--- src/rtl/coord_scanner.sv ---
// coord_scanner: raster coordinate generator. Walks an H_RES x V_RES frame in
// raster order and streams each pixel's X/Y with its complex-plane coordinate
// (a, b) over a valid/ready interface. Coordinates are built incrementally by
// accumulating the latched per-pixel and per-line steps.
// Optional feature macro: COORD_SCANNER_STALL_CNT_EN adds the stall_count output.
module coord_scanner #(
   parameter int unsigned H_RES = 640,
   parameter int unsigned V_RES = 480
) (
   input  logic        clk,
   input  logic        rst,
   input  logic        start,
   input  logic [31:0] delta_x,
   input  logic [31:0] delta_y,
   input  logic [31:0] re_origin,
   input  logic [31:0] im_origin,
   output logic        out_valid,
   input  logic        out_ready,
   output logic [9:0]  X,
   output logic [9:0]  Y,
   output logic [31:0] a,
   output logic [31:0] b,
   output logic        eol,
   output logic        eof,
   output logic        busy,
   output logic        frame_done
`ifdef COORD_SCANNER_STALL_CNT_EN
   ,
   output logic [31:0] stall_count
`endif
);

   typedef enum logic [1:0] {
      IDLE,
      SCAN,
      DONE
   } state_t;

   localparam logic [9:0] X_LAST = 10'(H_RES - 1);
   localparam logic [9:0] Y_LAST = 10'(V_RES - 1);

   state_t      state;
   logic [31:0] dx_q;
   logic [31:0] dy_q;
   logic [31:0] re_q;
   logic [31:0] im_q;

   // Frame sequencer: latches the view window, advances the raster position
   // and coordinate accumulators on each transfer, and drives all stream flags.
   // eol/eof are precomputed from the next position so they stay registered.
   always_ff @(posedge clk) begin
      if (rst) begin
         state      <= IDLE;
         dx_q       <= '0;
         dy_q       <= '0;
         re_q       <= '0;
         im_q       <= '0;
         out_valid  <= 1'b0;
         X          <= '0;
         Y          <= '0;
         a          <= '0;
         b          <= '0;
         eol        <= 1'b0;
         eof        <= 1'b0;
         busy       <= 1'b0;
         frame_done <= 1'b0;
      end else begin
         frame_done <= 1'b0;
         case (state)
            IDLE: begin
               if (start) begin
                  dx_q      <= delta_x;
                  dy_q      <= delta_y;
                  re_q      <= re_origin;
                  im_q      <= im_origin;
                  X         <= '0;
                  Y         <= '0;
                  a         <= re_origin;
                  b         <= im_origin;
                  eol       <= 1'b0;
                  eof       <= 1'b0;
                  out_valid <= 1'b1;
                  busy      <= 1'b1;
                  state     <= SCAN;
               end
            end
            SCAN: begin
               if (out_ready) begin
                  if (X != X_LAST) begin
                     X   <= X + 10'd1;
                     a   <= a + dx_q;
                     eol <= (X + 10'd1 == X_LAST);
                     eof <= (X + 10'd1 == X_LAST) && (Y == Y_LAST);
                  end else if (Y != Y_LAST) begin
                     X   <= '0;
                     Y   <= Y + 10'd1;
                     a   <= re_q;
                     b   <= b + dy_q;
                     eol <= 1'b0;
                     eof <= 1'b0;
                  end else begin
                     out_valid  <= 1'b0;
                     eol        <= 1'b0;
                     eof        <= 1'b0;
                     frame_done <= 1'b1;
                     state      <= DONE;
                  end
               end
            end
            DONE: begin
               busy  <= 1'b0;
               state <= IDLE;
            end
            default: state <= IDLE;
         endcase
      end
   end

`ifdef COORD_SCANNER_STALL_CNT_EN
   // Saturating count of stalled beats; cleared by a new frame, held afterwards.
   always_ff @(posedge clk) begin
      if (rst) begin
         stall_count <= '0;
      end else if (state == IDLE && start) begin
         stall_count <= '0;
      end else if (state == SCAN && !out_ready && stall_count != '1) begin
         stall_count <= stall_count + 32'd1;
      end
   end
`endif

endmodule

--- config.mk ---
export PLATFORM = sky130hd
export DESIGN_NAME = coord_scanner
export DESIGN_NICKNAME = d
export VERILOG_FILES = /design/src/rtl/coord_scanner.sv
export SDC_FILE = /design/constraint.sdc
export NUM_CORES = 1
export LEC_CHECK = 0
export BUFFER_PORTS_ARGS = -buffer_cell sky130_fd_sc_hd__buf_2
export CAP_MARGIN = 40
export CORE_MARGIN = 4
export CORE_UTILIZATION = 62
export CTS_BUF_LIST = sky130_fd_sc_hd__clkbuf_4 sky130_fd_sc_hd__clkbuf_8
export DETAILED_ROUTE_END_ITERATION = 16
export PLACE_DENSITY_LB_ADDON = 0.08
export RECOVER_POWER = 100
export SLEW_MARGIN = 20
export SYNTH_ARGS = -nofsm -noshare
export SYNTH_HDL_FRONTEND = slang
export SYNTH_SLANG_ARGS = --single-unit
--- constraint.sdc ---
create_clock -name clk -period 4.9 [get_ports clk]
set_clock_uncertainty 0.05 [all_clocks]
set_input_delay 0.245 -clock clk [delete_from_list [all_inputs] [get_ports clk]]
set_output_delay 0.245 -clock clk [all_outputs]
set_load 0.005 [all_outputs]
==> reports/summary.txt, run 1 <==
Filler cell count = 1,312
Top routing layer used = met4
Initial antenna violation count = 0
Clk slew on worst S/H paths = 0.10 ns
Failing checks = max-capacitance violations, max-slew violations
Post-synthesis instance area = 11,000 um^2
Fin Setup TNS = 0 ns
Gpl congestion = 0.900
P_leak = 5.73 nW
Final wirelength = 33.6 mm
Syn avg cell area = 7.65 um^2
VDD IR max = 264 uV
Starting Density = 0.636
Area of the multi-input gates = 6870 um^2
Port bufs = 220
Post-synth net total = 1,642
Startpoint Class = flop
Core area = 17,400 um^2
Headroom to the max-slew limit = -1.10
Finish-stage setup viols = 0
Layout cell share with drive strength beyond 1 = 0.139
Post-synth top area share = 0.339
Arrival @ worst endpoint = 4.00 ns
Worst-margin pin slew = 3.14 ns
RSZ-0062 raised after global routing = no
Worst-skew pair later-pin latency = 0.47 ns
Fmax = 260 MHz
Vias = 11.7k
M1 WL = 13.3 mm
Cell Rows = 48
PD cells = 274 nW/um^2
Die Width = 141 um
Top cells by area, synth = dfxtp_1 34%, nand2_1 11%, a21oi_1 8.9%
Total GRT Usage = 0.327
Antenna Nets Post-Route = 0
R2R Setup Slk = 1.05 ns
Syn-to-layout area delta = 22.8%
Die footprint = 20,000 um^2
DR WL met3 = 2.35 mm
WP data required = 5.06 ns
Vias in the first global route = 11.1k
Status = complete, but fails checks
Nets@finish = 1,908
Max cap viols = 2
Ys async rst share = 0
Number of flops mapped to enable cells by yosys = 0
Fin. max-slew vios = 96
DRT Pass-1 Iters = 6
Count of cell types in the netlist = 77
Period utilization = 0.785
H-tree depth = 4
Synthesized flop and latch total = 187
GR Overflow Total = 0
Remaining DRCs = 0
CTS buffer count = 17
Hpwl dp = 21.9 mm
Top FF cell, synth = dfxtp_1
Post-CTS resize count = 0
IO Pins = 221
Via/cell ratio = 6.02
First-pass GRT wire length = 54.1 mm
Max Buffers Root-to-Sink = 2
Sequential share of the synthesized area = 0.339
Wire length per cell = 17.3 um
CP Capture Type = flop
Largest net degree at the start of global routing = 109
Minimum clock period = 3.85 ns
Final Hold Viols = 0
First DRT Iteration DRCs = 823
Sequential Area = 3740 um^2
CTS tree = yes
Mapped Cells = 1,443
WHS = 0.0226 ns
Most frequent cells in the layout = 321 x nand2_1, 197 x a21oi_1, 187 x dfxtp_1
Clk sinks = 187
Die Y = 141 um
CTS Root Cell = clkbuf_8
YS warnings = 0
Commonest non-fill, non-tap cell in the layout = nand2_1
Detail Route met2 WL = 16.8 mm
Crit path kind = reg2reg
Peak fanout along the critical path = 26
Synth area leader = dfxtp_1
Hold WC Path Type = in2reg
-- where the power goes --
part	internal (mW)	switching, mW
Sequential	1.62	0.0817
Clock	0.572	0.581
Combinational	0.372	0.499
Total	2.56	1.16
-- area by class of cell --
type | instances | share of cell area
inverter | 11 | 0.00304
timing repair buffer | 337 | 0.162
clock buffer | 19 | 0.0184
clock inverter | 13 | 0.0139
tap | 225 | 0.0207
antenna | 1 | 0.000184
multi-input combinational | 1155 | 0.506
sequential | 187 | 0.276
-- kinds of logic after synthesis --
family,Yosys count,share of synthesized area
AO/OA/AOI/OAI,438,0.263
flip-flops,187,0.339
XOR/XNOR,56,0.0444
adder cells (fa/ha/maj),67,0.0773
buffers and inverters,101,0.0377
multiplexers,7,0.00634
AND/OR/NAND/NOR,587,0.232
-- synthesized netlist by cell type (all sizes together) (18+ instances only) --
library cell  number
dfxtp            187
a21oi            202
a311oi            18
nand3             29
nor3              30
ha                65
o211ai            37
clkbuf            55
buf               35
a211oi            31
o21ai             43
a21o              32
xor2              24
nand2            321
xnor2             32
nor2             123
-- worst paths after layout --
path,cells past startpoint,to,from
hold reg to reg,2,re_q[20],re_q[20]
setup / recovery,8,a[29],state[0]
hold / removal,3,b[7],im_origin[7]
setup reg to reg,8,a[29],state[0]
-- state kept, by name (all words and copies together), names as in the netlist, 2 cells and up --
signal,flops
X,10
state,2
re_q,32
Y,10
dy_q,32
dx_q,32
a,32
b,32
-- worst max-delay path, stage by stage (launching register included) --
cell and delay (ns):
dfxtp_1 0.36, inv_1 0.15, nand2_1 0.12, nor2_1 1.09, a21oi_1 0.32, a21o_1 0.28, clkbuf_1 0.62, a211oi_1 0.47
a311oi_1 0.13
-- metal layers --
metal | global-route usage | up-vias
met2 | 0.584 | 505
li1 | - | 5662
met3 | 0.0529 | 94
met1 | 0.397 | 5472
met4 | 0.123 | 0
met5 | 0 | -
-- stage by stage --
stage          worst slack, ns  utilization  cell area, um^2  total power, mW  cells
2_1_floorplan             2.07            -            11000             2.27   1443
3_3_place_gp              1.88        0.701            12200             2.50   1808
3_5_place_dp              1.82        0.702            12200             2.52   1809
4_1_cts                   1.81        0.787            13700             3.72   1945
5_1_grt                  0.834        0.782            13600             3.90   1947
6_report                  1.05        0.782            13600             3.72   1948
-- what timing repair did --
item / 4_1_cts / 5_1_grt
endpoints found under the hold margin: 105 / 0
hold buffers: 104 / 0
buffers inserted: 0 / 0
Note: power is estimated with default switching activity, not from simulation.
==> run 2, diff against run 1 <==
- CORE_UTILIZATION: 62 -> 58
- clock period: 4.9 -> 3.69 ns (I/O delays scaled with it)
==> reports/summary.txt, run 2 (synthesis gave the netlist of run 1 again) <==
Status = complete, but fails checks
Failing checks = max-capacitance violations, max-slew violations
Fmax = 300 MHz
Startpoint Class = flop
Hold WC Path Type = in2reg
Die footprint = 21,300 um^2
PD cells = 357 nW/um^2
Post-CTS setup buffer count = 0
Clk slew on worst S/H paths = 0.09 ns
Period utilization = 0.904
VDD IR max = 255 uV
Minimum clock period = 3.34 ns
P_int = 3.35 mW
Switching share of power = 0.316
PnR Total Power = 4.89 mW
RSZ-0062 raised after global routing = no
Fin Setup TNS = 0 ns
Headroom to the max-slew limit = -0.381
Final wirelength = 33.8 mm
Commonest non-fill, non-tap cell in the layout = nand2_1
Remaining DRCs = 0
Vias = 11.5k
CTS buffer count = 17
Vias in the first global route = 11.4k
Die Width = 146 um
Die Y = 146 um
Initial antenna violation count = 0
CTS Root Cell = clkbuf_8
GR Overflow Total = 0
Final Hold Viols = 0
Port bufs = 220
Largest net degree at the start of global routing = 89
Clk sinks = 187
Ant diodes = 0
Gpl congestion = 0.905
Max cap viols = 2
Cell total after placement = 1,824
CP Capture Type = flop
Most frequent cells in the layout = 321 x nand2_1, 196 x a21oi_1, 187 x dfxtp_1
Core area = 18,700 um^2
Hpwl dp = 22.9 mm
Layout cell share with drive strength beyond 1 = 0.138
Finish-stage setup viols = 0
Sequential power share = 0.460
Fin. max-slew vios = 90
Syn-to-layout area delta = 24.0%
Starting Density = 0.591
WP data required = 4.01 ns
Nets@finish = 1,929
Worst-margin pin slew = 2.07 ns
Via/cell ratio = 5.84
Comb power frac = 0.239
Non-Filler Instances = 1,976
Total GRT Usage = 0.310
DRT Pass-1 Iters = 5
First-pass GRT wire length = 55.5 mm
Cell Rows = 50
Antenna Nets Post-Route = 0
P_leak = 5.82 nW
Power share of the clock group = 0.301
Max Buffers Root-to-Sink = 2
Peak fanout along the critical path = 16
Worst-skew pair later-pin latency = 0.48 ns
Wire length per cell = 17.1 um
CTS tree = yes
Net Sw Power = 1.55 mW
First DRT Iteration DRCs = 655
IO Pins = 221
H-tree depth = 4
Crit path kind = reg2reg
Arrival @ worst endpoint = 3.66 ns
==> run 2: per-layer routing <==
layer | part of all wire | routed length, um | global-route usage
met1 | 0.42 | 14000 | 0.369
met2 | 0.51 | 17100 | 0.565
met3 | 0.055 | 1870 | 0.0526
met4 | 0.024 | 805 | 0.103
met5 | 0 | 0 | 0
==> run 2: worst max-delay path: stages (launching register included) <==
cell and delay, ns:
dfxtp_1 0.38, ha_1 0.27, nand3_1 0.12, nor2_1 0.11, nand3_1 0.13, clkbuf_1 0.79, nand2_1 0.53, or4_1 0.64
a311oi_1 0.21
==> run 2: worst paths after layout <==
path	slack, ns	startpoint	end	cells past startpoint
hold / removal	0.02	im_origin[23]	b[23]	3
setup / recovery	0.35	X[0]	a[29]	8
setup reg to reg	0.35	X[0]	a[29]	8
hold reg to reg	0.41	re_q[25]	re_q[25]	2
==> run 2: cell type report <==
class | instances | area, um^2
multi-input cells | 1155 | 6850
inverters | 11 | 41.3
repair buffers | 358 | 2360
well taps | 234 | 293
clock buffers | 19 | 249
fillers | 1598 | 5010
clock inverters | 12 | 164
flip-flops and latches | 187 | 3740
==> run 2: power by group through the flow <==
| stage | clock (mW) | sequential, mW | combinational (mW) |
|---|---|---|---|
| 6_report | 1.47 | 2.25 | 1.17 |
| 3_5_place_dp | 0 | 2.29 | 1.07 |
| 5_1_grt | 1.58 | 2.27 | 1.30 |
| 3_3_place_gp | 0 | 2.29 | 1.05 |
| 4_1_cts | 1.50 | 2.25 | 1.17 |
| 2_1_floorplan | 0 | 2.28 | 0.733 |
==> run 2: what timing repair did <==
item / in CTS / in global routing
endpoints found under the setup margin: 0 / 0
endpoints found under the hold margin: 140 / 0
gates resized for setup: 0 / 0
hold buffers: 121 / 0
==> run 2: per-stage QoR <==
step / util / setup WS [ns] / instance area, um^2 / hold WS, ns
finish: 0.732 / 0.354 / 13700 / 0.0160
global route: 0.732 / 0.251 / 13700 / 0.0168
CTS: 0.742 / 0.584 / 13900 / 0.00406
detailed placement: 0.655 / 0.621 / 12200 / 0.379
global placement: 0.653 / 0.680 / 12200 / 0.374
floorplan: - / 0.859 / 11000 / 0.270
